**config.mk**
```make
export PLATFORM = sky130hd
export DESIGN_NAME = tone_bank
export DESIGN_NICKNAME = d
export VERILOG_FILES = /design/src/rtl/tone_bank.sv
export SDC_FILE = /design/constraint.sdc
export NUM_CORES = 1
export LEC_CHECK = 0
export CORE_MARGIN = 3
export CORE_UTILIZATION = 59
export DETAILED_ROUTE_END_ITERATION = 10
export PLACE_DENSITY_LB_ADDON = 0.2
export SYNTH_ARGS = -nofsm -noshare
export SYNTH_HDL_FRONTEND = slang
export SYNTH_SLANG_ARGS = --single-unit
```
**constraint.sdc**
```tcl
create_clock -name clk -period 5.4 [get_ports clk]
set_clock_uncertainty 0.15 [all_clocks]
set_input_delay 1.08 -clock clk [delete_from_list [all_inputs] [get_ports clk]]
set_output_delay 1.08 -clock clk [all_outputs]
set_load 0.01 [all_outputs]
```
**src/rtl/tone_bank.sv**
```systemverilog
// Bank of NUM_KEYS debounced tone generators with a highest-index-wins speaker mix.
// Optional feature: define TONE_BANK_OCTAVE_EN to add the octave_up port (halves the latched half-period).
module tone_bank #(
  parameter int NUM_KEYS    = 8,
  parameter int DIV_W       = 32,
  parameter int HOLD_CYCLES = 3
) (
  input  logic                      clk,
  input  logic                      rst,
  input  logic [NUM_KEYS-1:0]       key_in,
  input  logic [NUM_KEYS*DIV_W-1:0] half_period,
`ifdef TONE_BANK_OCTAVE_EN
  input  logic                      octave_up,
`endif
  output logic [NUM_KEYS-1:0]       tone_out,
  output logic [NUM_KEYS-1:0]       active,
  output logic                      speaker
);

  localparam int HOLD_W = (HOLD_CYCLES > 1) ? $clog2(HOLD_CYCLES) : 1;
  localparam logic [HOLD_W-1:0] HOLD_LAST = HOLD_W'(HOLD_CYCLES - 1);
  localparam logic [HOLD_W-1:0] HOLD_ONE  = HOLD_W'(1);

  typedef enum logic [1:0] {
    S_IDLE    = 2'd0,
    S_ATTACK  = 2'd1,
    S_PLAY    = 2'd2,
    S_RELEASE = 2'd3
  } state_t;

  state_t             state_q  [NUM_KEYS];
  logic [HOLD_W-1:0]  hold_q   [NUM_KEYS];
  logic [DIV_W-1:0]   div_q    [NUM_KEYS];
  logic [DIV_W-1:0]   hp_q     [NUM_KEYS];
  logic [DIV_W-1:0]   sel_hp   [NUM_KEYS];
  logic [DIV_W-1:0]   entry_hp [NUM_KEYS];
  logic [NUM_KEYS-1:0] play_entry;
  logic               speaker_next;

  // Half-period captured on PLAY entry; zero is promoted to one so the divider never stalls.
  always_comb begin
    for (int i = 0; i < NUM_KEYS; i++) begin
      sel_hp[i] = half_period[i*DIV_W +: DIV_W];
`ifdef TONE_BANK_OCTAVE_EN
      if (octave_up) sel_hp[i] = sel_hp[i] >> 1;
`endif
      entry_hp[i] = (sel_hp[i] == '0) ? DIV_W'(1) : sel_hp[i];
    end
  end

  always_comb begin
    play_entry = '0;
    for (int i = 0; i < NUM_KEYS; i++) begin
      if (key_in[i]) begin
        if (state_q[i] == S_IDLE && HOLD_CYCLES == 1) play_entry[i] = 1'b1;
        if (state_q[i] == S_ATTACK && hold_q[i] == HOLD_LAST) play_entry[i] = 1'b1;
      end
    end
  end

  always_comb begin
    speaker_next = 1'b0;
    for (int i = 0; i < NUM_KEYS; i++) begin
      if (active[i]) speaker_next = tone_out[i];
    end
  end

  always_ff @(posedge clk) begin
    if (rst) begin
      for (int i = 0; i < NUM_KEYS; i++) begin
        state_q[i] <= S_IDLE;
        hold_q[i]  <= '0;
        div_q[i]   <= '0;
        hp_q[i]    <= '0;
      end
      tone_out <= '0;
      active   <= '0;
      speaker  <= 1'b0;
    end else begin
      speaker <= speaker_next;
      for (int i = 0; i < NUM_KEYS; i++) begin
        if (play_entry[i]) begin
          state_q[i]  <= S_PLAY;
          hp_q[i]     <= entry_hp[i];
          div_q[i]    <= entry_hp[i] - DIV_W'(1);
          tone_out[i] <= 1'b0;
          hold_q[i]   <= '0;
          active[i]   <= 1'b1;
        end else begin
          case (state_q[i])
            S_IDLE: begin
              if (key_in[i]) begin
                state_q[i] <= S_ATTACK;
                hold_q[i]  <= HOLD_ONE;
              end
            end
            S_ATTACK: begin
              if (!key_in[i]) begin
                state_q[i] <= S_IDLE;
                hold_q[i]  <= '0;
              end else begin
                hold_q[i] <= hold_q[i] + HOLD_ONE;
              end
            end
            S_PLAY, S_RELEASE: begin
              // Divider keeps running through RELEASE so a re-press keeps the tone phase.
              if (div_q[i] == '0) begin
                div_q[i]    <= hp_q[i] - DIV_W'(1);
                tone_out[i] <= ~tone_out[i];
              end else begin
                div_q[i] <= div_q[i] - DIV_W'(1);
              end
              if (state_q[i] == S_PLAY) begin
                if (!key_in[i]) begin
                  if (HOLD_CYCLES == 1) begin
                    state_q[i]  <= S_IDLE;
                    hold_q[i]   <= '0;
                    div_q[i]    <= '0;
                    tone_out[i] <= 1'b0;
                    active[i]   <= 1'b0;
                  end else begin
                    state_q[i] <= S_RELEASE;
                    hold_q[i]  <= HOLD_ONE;
                  end
                end else begin
                  hold_q[i] <= '0;
                end
              end else begin
                if (key_in[i]) begin
                  state_q[i] <= S_PLAY;
                  hold_q[i]  <= '0;
                end else if (hold_q[i] == HOLD_LAST) begin
                  state_q[i]  <= S_IDLE;
                  hold_q[i]   <= '0;
                  div_q[i]    <= '0;
                  tone_out[i] <= 1'b0;
                  active[i]   <= 1'b0;
                end else begin
                  hold_q[i] <= hold_q[i] + HOLD_ONE;
                end
              end
            end
            default: begin
              state_q[i] <= S_IDLE;
              hold_q[i]  <= '0;
            end
          endcase
        end
      end
    end
  end

endmodule

```
==> results of run 1 <==
[per-layer routing]
metal	track usage	vias up
li1	-	13081
met4	0.110	12
met1	0.405	13510
met2	0.494	1361
met5	0	-
met3	0.0508	213
[final timing paths]
check	startpoint	end	slack, ps	depth (start not counted)
worst max register to register	div_q[0][125]	div_q[0][123]	980	10
worst max-delay path	half_period[168]	div_q[1][60]	690	16
worst min-delay path	active[4]	active[4]	370	2
worst min register to register	active[4]	active[4]	370	2
[kinds of logic after synthesis]
group / count (synthesis) / share of synthesized area
xor+xnor: 254 / 0.0675
flops: 561 / 0.506
mux: 22 / 0.00676
fa+ha+maj: 20 / 0.00760
simple gates: 1606 / 0.248
buf+inv: 256 / 0.0295
compound gates: 687 / 0.134
[flip-flops by register name (all words and copies together), names as in the netlist]
register / count
active: 8
tone_out: 8
hp_q: 256
div_q: 256
state_q: 16
hold_q: 16
speaker: 1
[power groups by stage]
stage                     clock network [uW]  registers (uW)  logic, uW
after floorplan                            0            6370       2740
after global placement                     0            6630       3590
after detailed placement                   0            6670       3720
after CTS                               4220            6600       3750
after global routing                    4410            6730       4180
final                                   4190            6620       3790
[final cells by class]
cell class,instances,area share
flip-flops and latches,561,0.430
multi-input cells,2589,0.397
repair buffers,368,0.0897
clock buffers,86,0.0442
well taps,739,0.0238
inverters,76,0.00736
clock inverters,29,0.00710
diodes,10,0.000645
[worst min-delay path: cells and delay by family, from the launching register on]
kind,cells,cell delay (ps)
flip-flops,1,330
AO/OA/AOI/OAI,2,140
[per-stage QoR]
stage | worst slack [ps] | util
3_3_place_gp | 298 | 0.674
3_5_place_dp | 121 | 0.674
6_report | 691 | 0.711
2_1_floorplan | 510 | -
5_1_grt | 458 | 0.711
4_1_cts | 762 | 0.710
[synthesized netlist by cell type (all sizes together), types with 75 or more instances]
master and count:
and2 221, nor2b 85, nand4 75, a21oi 197, nor3 88, edfxtp 544, inv 76, xor2 106
clkbuf 169, nand2 284, nand3 90, nor2 445, nor4 144, o21ai 174, xnor2 148
==> flow_summary.ini, run 1 <==
[floorplanning]
start_util = 0.604
ioPinCount = 283
fp.dieH_um = 242
dieArea_um2 = 58700
num_rows = 85
die_w_um = 242
coreArea_um2 = 54600

[synthesis]
yosysTopAreaCell = edfxtp_1
synth.distinct_cells = 75
syn_inst = 3406
synthTopCellsByArea = edfxtp_1 50%, nor2_1 5.1%, and2_1 4.1%
synthesis.area_um2 = 32900
synth-seq-area-share = 0.506
synth_edf_count = 544
ys_ff_latch = 561
synthArstFlopShare = 0
syn_avg_cell_area_um2 = 9.67
synth_top_area_frac = 0.496
ys_warn_count = 0
synthFlopType = edfxtp_1
syn-num-nets = 3692

[sta]
slew_headroom = 0.155
final-setup-viol-count = 0
fin_crit_ps = 4710
finalSetupTns_ps = 0
worst_pin_slew_ps = 1260
drv_slew = 0
clock.fmax_mhz = 212
finalCritPeriodShare = 0.872
rsz0062_at_grt = no
whs_ps = 371
hold_viol_final = 0

[clocking]
cts_tree = yes
htreeDepth = 2
clkLatencyLatePin_ps = 610
cts_setup_buffers = 0
cts_buffers = 61
cts_hold_buf = 0
root_buffer = clkbuf_16
cts_sinks = 561
path_clk_slew_ps = 60
cts_resized = 0
clockBufferDepth = 3

[route]
remaining_drc_errors = 0
drt-total-wl_mm = 91.3
vias = 28177
wl_met3_mm = 7.78
dr.first_iter.drc_count = 3163
dr.max_layer_used = met5
drt-vias-per-instance = 6.32
met2_length_mm = 43.7
ant_nets = 0
first_pass_iters = 6
wl_per_cell_um = 20.5
wl_met1_mm = 36.9

[power]
swShare = 0.326
leakagePower_uw = 0.0136
p_comb_frac = 0.260
pwr_density_cell_nw_per_um2 = 376
p_seq_frac = 0.453
ir_drop_v = 0.000312
power_uw = 14600
pwr-share-clk = 0.287
power.internal_uw = 9830
switchingPower_uw = 4760

[worst_setup_path]
required_ps = 5590
worst-path-buf-inv = 1
path_cells = clkdlybuf4s50_1 -> or3_1 -> nor4_1 -> nand4_1 -> nor3_1 -> and3b_1 -> nor2_1 -> ha_1 -> nand3_1 -> or3_1 -> or4_1 -> nor3_1 -> nand3b_1 -> xnor2_1 -> a22oi_1 -> a21oi_1
cpLargestDelayFamily = simple AND/OR/NAND/NOR gates
endpoint_kind = flip-flop
arrival_ps = 4900
cp_max_fo = 5
path_class = in -> reg
start_kind = primary input
slowest_stage = clkdlybuf4s50_1
slowest_delay_ps = 570

[cells_and_area]
area_delta_synth_final_pct = 17.7
final_cell_mix = 544 x edfxtp_1, 444 x nor2_1, 284 x nand2_1, 281 x clkdlybuf4s50_1, 217 x and2_1
drive_gt1_frac = 0.0655
fillerInstances = 4125
final_common_cell = edfxtp_1
instances_no_fill = 4458
seqCellArea_um2 = 16700
final_nets = 3943
final_area_um2 = 38800
multi_input_area_um2 = 15400

[worst_hold_path]
min_path_type = reg -> reg

[global_routing]
grt_overflow = 0
grt_max_degree = 53
grt_use_total = 0.301
grt_pass1_vias = 27326
grt_antenna_before_repair = 17
grt_pass1_wl_mm = 145

[placement]
post-dp-hpwl_mm = 63.7
placed_area_um2 = 36800
routabilityCongestion = 0.917
io_buffer_count = 282
dp_cells = 4333

[outcome]
status = finished, final reports clean

[flow_run]
max_cap_violations = 0
Note: power is estimated with default switching activity, not from simulation.
==> run 2, diff against run 1 <==
--- a/config.mk
+++ b/config.mk
@@ -7,7 +7,9 @@
 export LEC_CHECK = 0
 export CORE_MARGIN = 3
 export CORE_UTILIZATION = 59
+export CTS_CLUSTER_SIZE = 12
 export DETAILED_ROUTE_END_ITERATION = 10
+export GPL_TIMING_DRIVEN = 0
 export PLACE_DENSITY_LB_ADDON = 0.2
 export SYNTH_ARGS = -nofsm -noshare
 export SYNTH_HDL_FRONTEND = slang
==> run 2 against run 1 <==
  * Wire length increased by 5.9%
  * Flip-flop and latch count unchanged
  * Non-clock buffer count increased by 99
  * Core utilization increased by 0.23 points
  * Critical path depth decreased by 1
  * Global-route usage increased by 1.6 points
  * Via count increased by 2.1%
  * Combinational power increased by 6.3%
  * Sequential share of layout area decreased by 0.14 points
  * Clock power decreased by 6.9%
  * Total power decreased by 0.97%
  * Die area unchanged
==> flow_summary.ini, run 2 (synthesized netlist as in run 1, its figures left out) <==
[sta]
finalCritPeriodShare = 0.992
drv_slew = 0
slew_headroom = 0.0516
rsz0062_at_grt = yes
worst_pin_slew_ps = 1410
finalSetupTns_ps = 0
final-setup-viol-count = 0
clock.fmax_mhz = 187
hold_viol_final = 0
whs_ps = 349
fin_crit_ps = 5360

[global_routing]
grt_antenna_before_repair = 21
grt_max_degree = 34
grt_pass1_wl_mm = 149
grt_pass1_vias = 27321
grt_overflow = 0
grt_use_total = 0.317

[worst_setup_path]
r2r_setup_slack_ps = 560
arrival_ps = 5660
required_ps = 5710
r2r_start = state_q[0][7]
path_class = in -> reg
cp_max_fo = 10
reg2reg_depth = 12
timing.rr.end = div_q[0][126]
start_kind = primary input
endpoint_kind = flip-flop

[route]
dr.max_layer_used = met5
wl_met1_mm = 38.7
ant_nets = 0
drt-total-wl_mm = 96.7
remaining_drc_errors = 0
vias = 28772
dr.first_iter.drc_count = 3478
drt-vias-per-instance = 6.31
first_pass_iters = 6
wl_per_cell_um = 21.2
met2_length_mm = 44.2
wl_met3_mm = 9.86

[power]
pwr_density_cell_nw_per_um2 = 371
ir_drop_v = 0.000310
power_uw = 14500
leakagePower_uw = 0.0134

[placement]
placed_area_um2 = 36900
routabilityCongestion = 0.963
io_buffer_count = 281
post-dp-hpwl_mm = 69.5
dp_cells = 4432

[clocking]
cts_sinks = 561
cts_tree = yes
cts_buffers = 60
root_buffer = clkbuf_16
htreeDepth = 2
path_clk_slew_ps = 60
cts_hold_buf = 0
clkLatencyLatePin_ps = 640
clockBufferDepth = 3

[worst_hold_path]
min_path_type = reg -> reg
hold_depth = 2
whs_endpoint = active[4]
min_from = active[4]

[cells_and_area]
instances_no_fill = 4560
final_nets = 4041
multi_input_area_um2 = 15500
final_common_cell = edfxtp_1
final_area_um2 = 38900
final_cell_mix = 544 x edfxtp_1, 444 x nor2_1, 281 x clkdlybuf4s50_1, 277 x nand2_1, 217 x and2_1
largestRegisters = div_q x256, hp_q x256
seqCellArea_um2 = 16700
drive_gt1_frac = 0.0457
fillerInstances = 4134
area_delta_synth_final_pct = 18.1

[floorplanning]
ioPinCount = 283
fp.dieH_um = 242
coreArea_um2 = 54600
start_util = 0.604
die_w_um = 242
num_rows = 85
dieArea_um2 = 58700

[flow_run]
max_cap_violations = 0

[outcome]
status = finished, final reports clean
-- run 2: cell count changes in the layout (fill, tap and decap cells not counted), sizes merged, moves of 3 or more --
cell	before	now
clkbuf	86	248
clkinvlp	4	1
diode	10	16
buf	87	20
bufinv	5	1
clkinv	19	25
-- run 2: worst max-delay path by stage --
stage / from / endpoint / slack, ps / cells past startpoint
floorplan: rst / div_q[1][24] / 510 / 15
global placement: rst / hp_q[0][103] / -2670 / 8
detailed placement: rst / div_q[0][92] / -2500 / 9
CTS: rst / div_q[0][126] / 3 / 13
global route: rst / div_q[0][126] / -150 / 13
finish: rst / div_q[0][126] / 40 / 15
-- run 2: final cells by class --
cell class              count  share of cell area
multi-input cells        2589               0.398
clock inverters            29             0.00434
diodes                     16             0.00103
inverters                  76             0.00733
well taps                 739              0.0238
flip-flops and latches    561               0.429
clock buffers              83              0.0421
plain buffers             177              0.0178
repair buffers            290              0.0770
-- run 2: metal layers --
| metal | vias to the layer above | global-route usage |
|---|---|---|
| li1 | 13273 | - |
| met1 | 13582 | 0.429 |
| met2 | 1628 | 0.499 |
| met3 | 279 | 0.0631 |
| met4 | 10 | 0.139 |
| met5 | - | 0 |
-- run 2: report_power, final --
group | total [uW] | switching (uW) | internal (uW) | leakage, uW
Sequential | 6520 | 599 | 5920 | 0.00586
Combinational | 4030 | 2550 | 1480 | 0.00667
Clock | 3900 | 1740 | 2160 | 0.000896
-- run 2: metrics by stage --
stage               setup slack (ps)   util
finish                          43.6  0.713
global route                    -151  0.713
CTS                             3.00  0.710
detailed placement             -2500  0.676
global placement               -2670  0.672
floorplan                        510      -
-- run 2: what timing repair did --
item,CTS,global route
setup endpoints to repair,574,112
pin swaps,0,2
hold endpoints to repair,0,0
resized for setup,18,17
buffers inserted,0,2
-- run 2: worst max-delay path, stage by stage --
cell	delay (ps)
clkdlybuf4s50_1	550
buf_4	280
nand2b_1	160
clkbuf_1	270
clkbuf_1	430
a311o_1	380
o21ai_0	160
ha_1	210
inv_1	60
a211oi_1	420
nand4_1	370
nor4_4	550
nand2_1	180
or3_1	360
a21oi_1	180
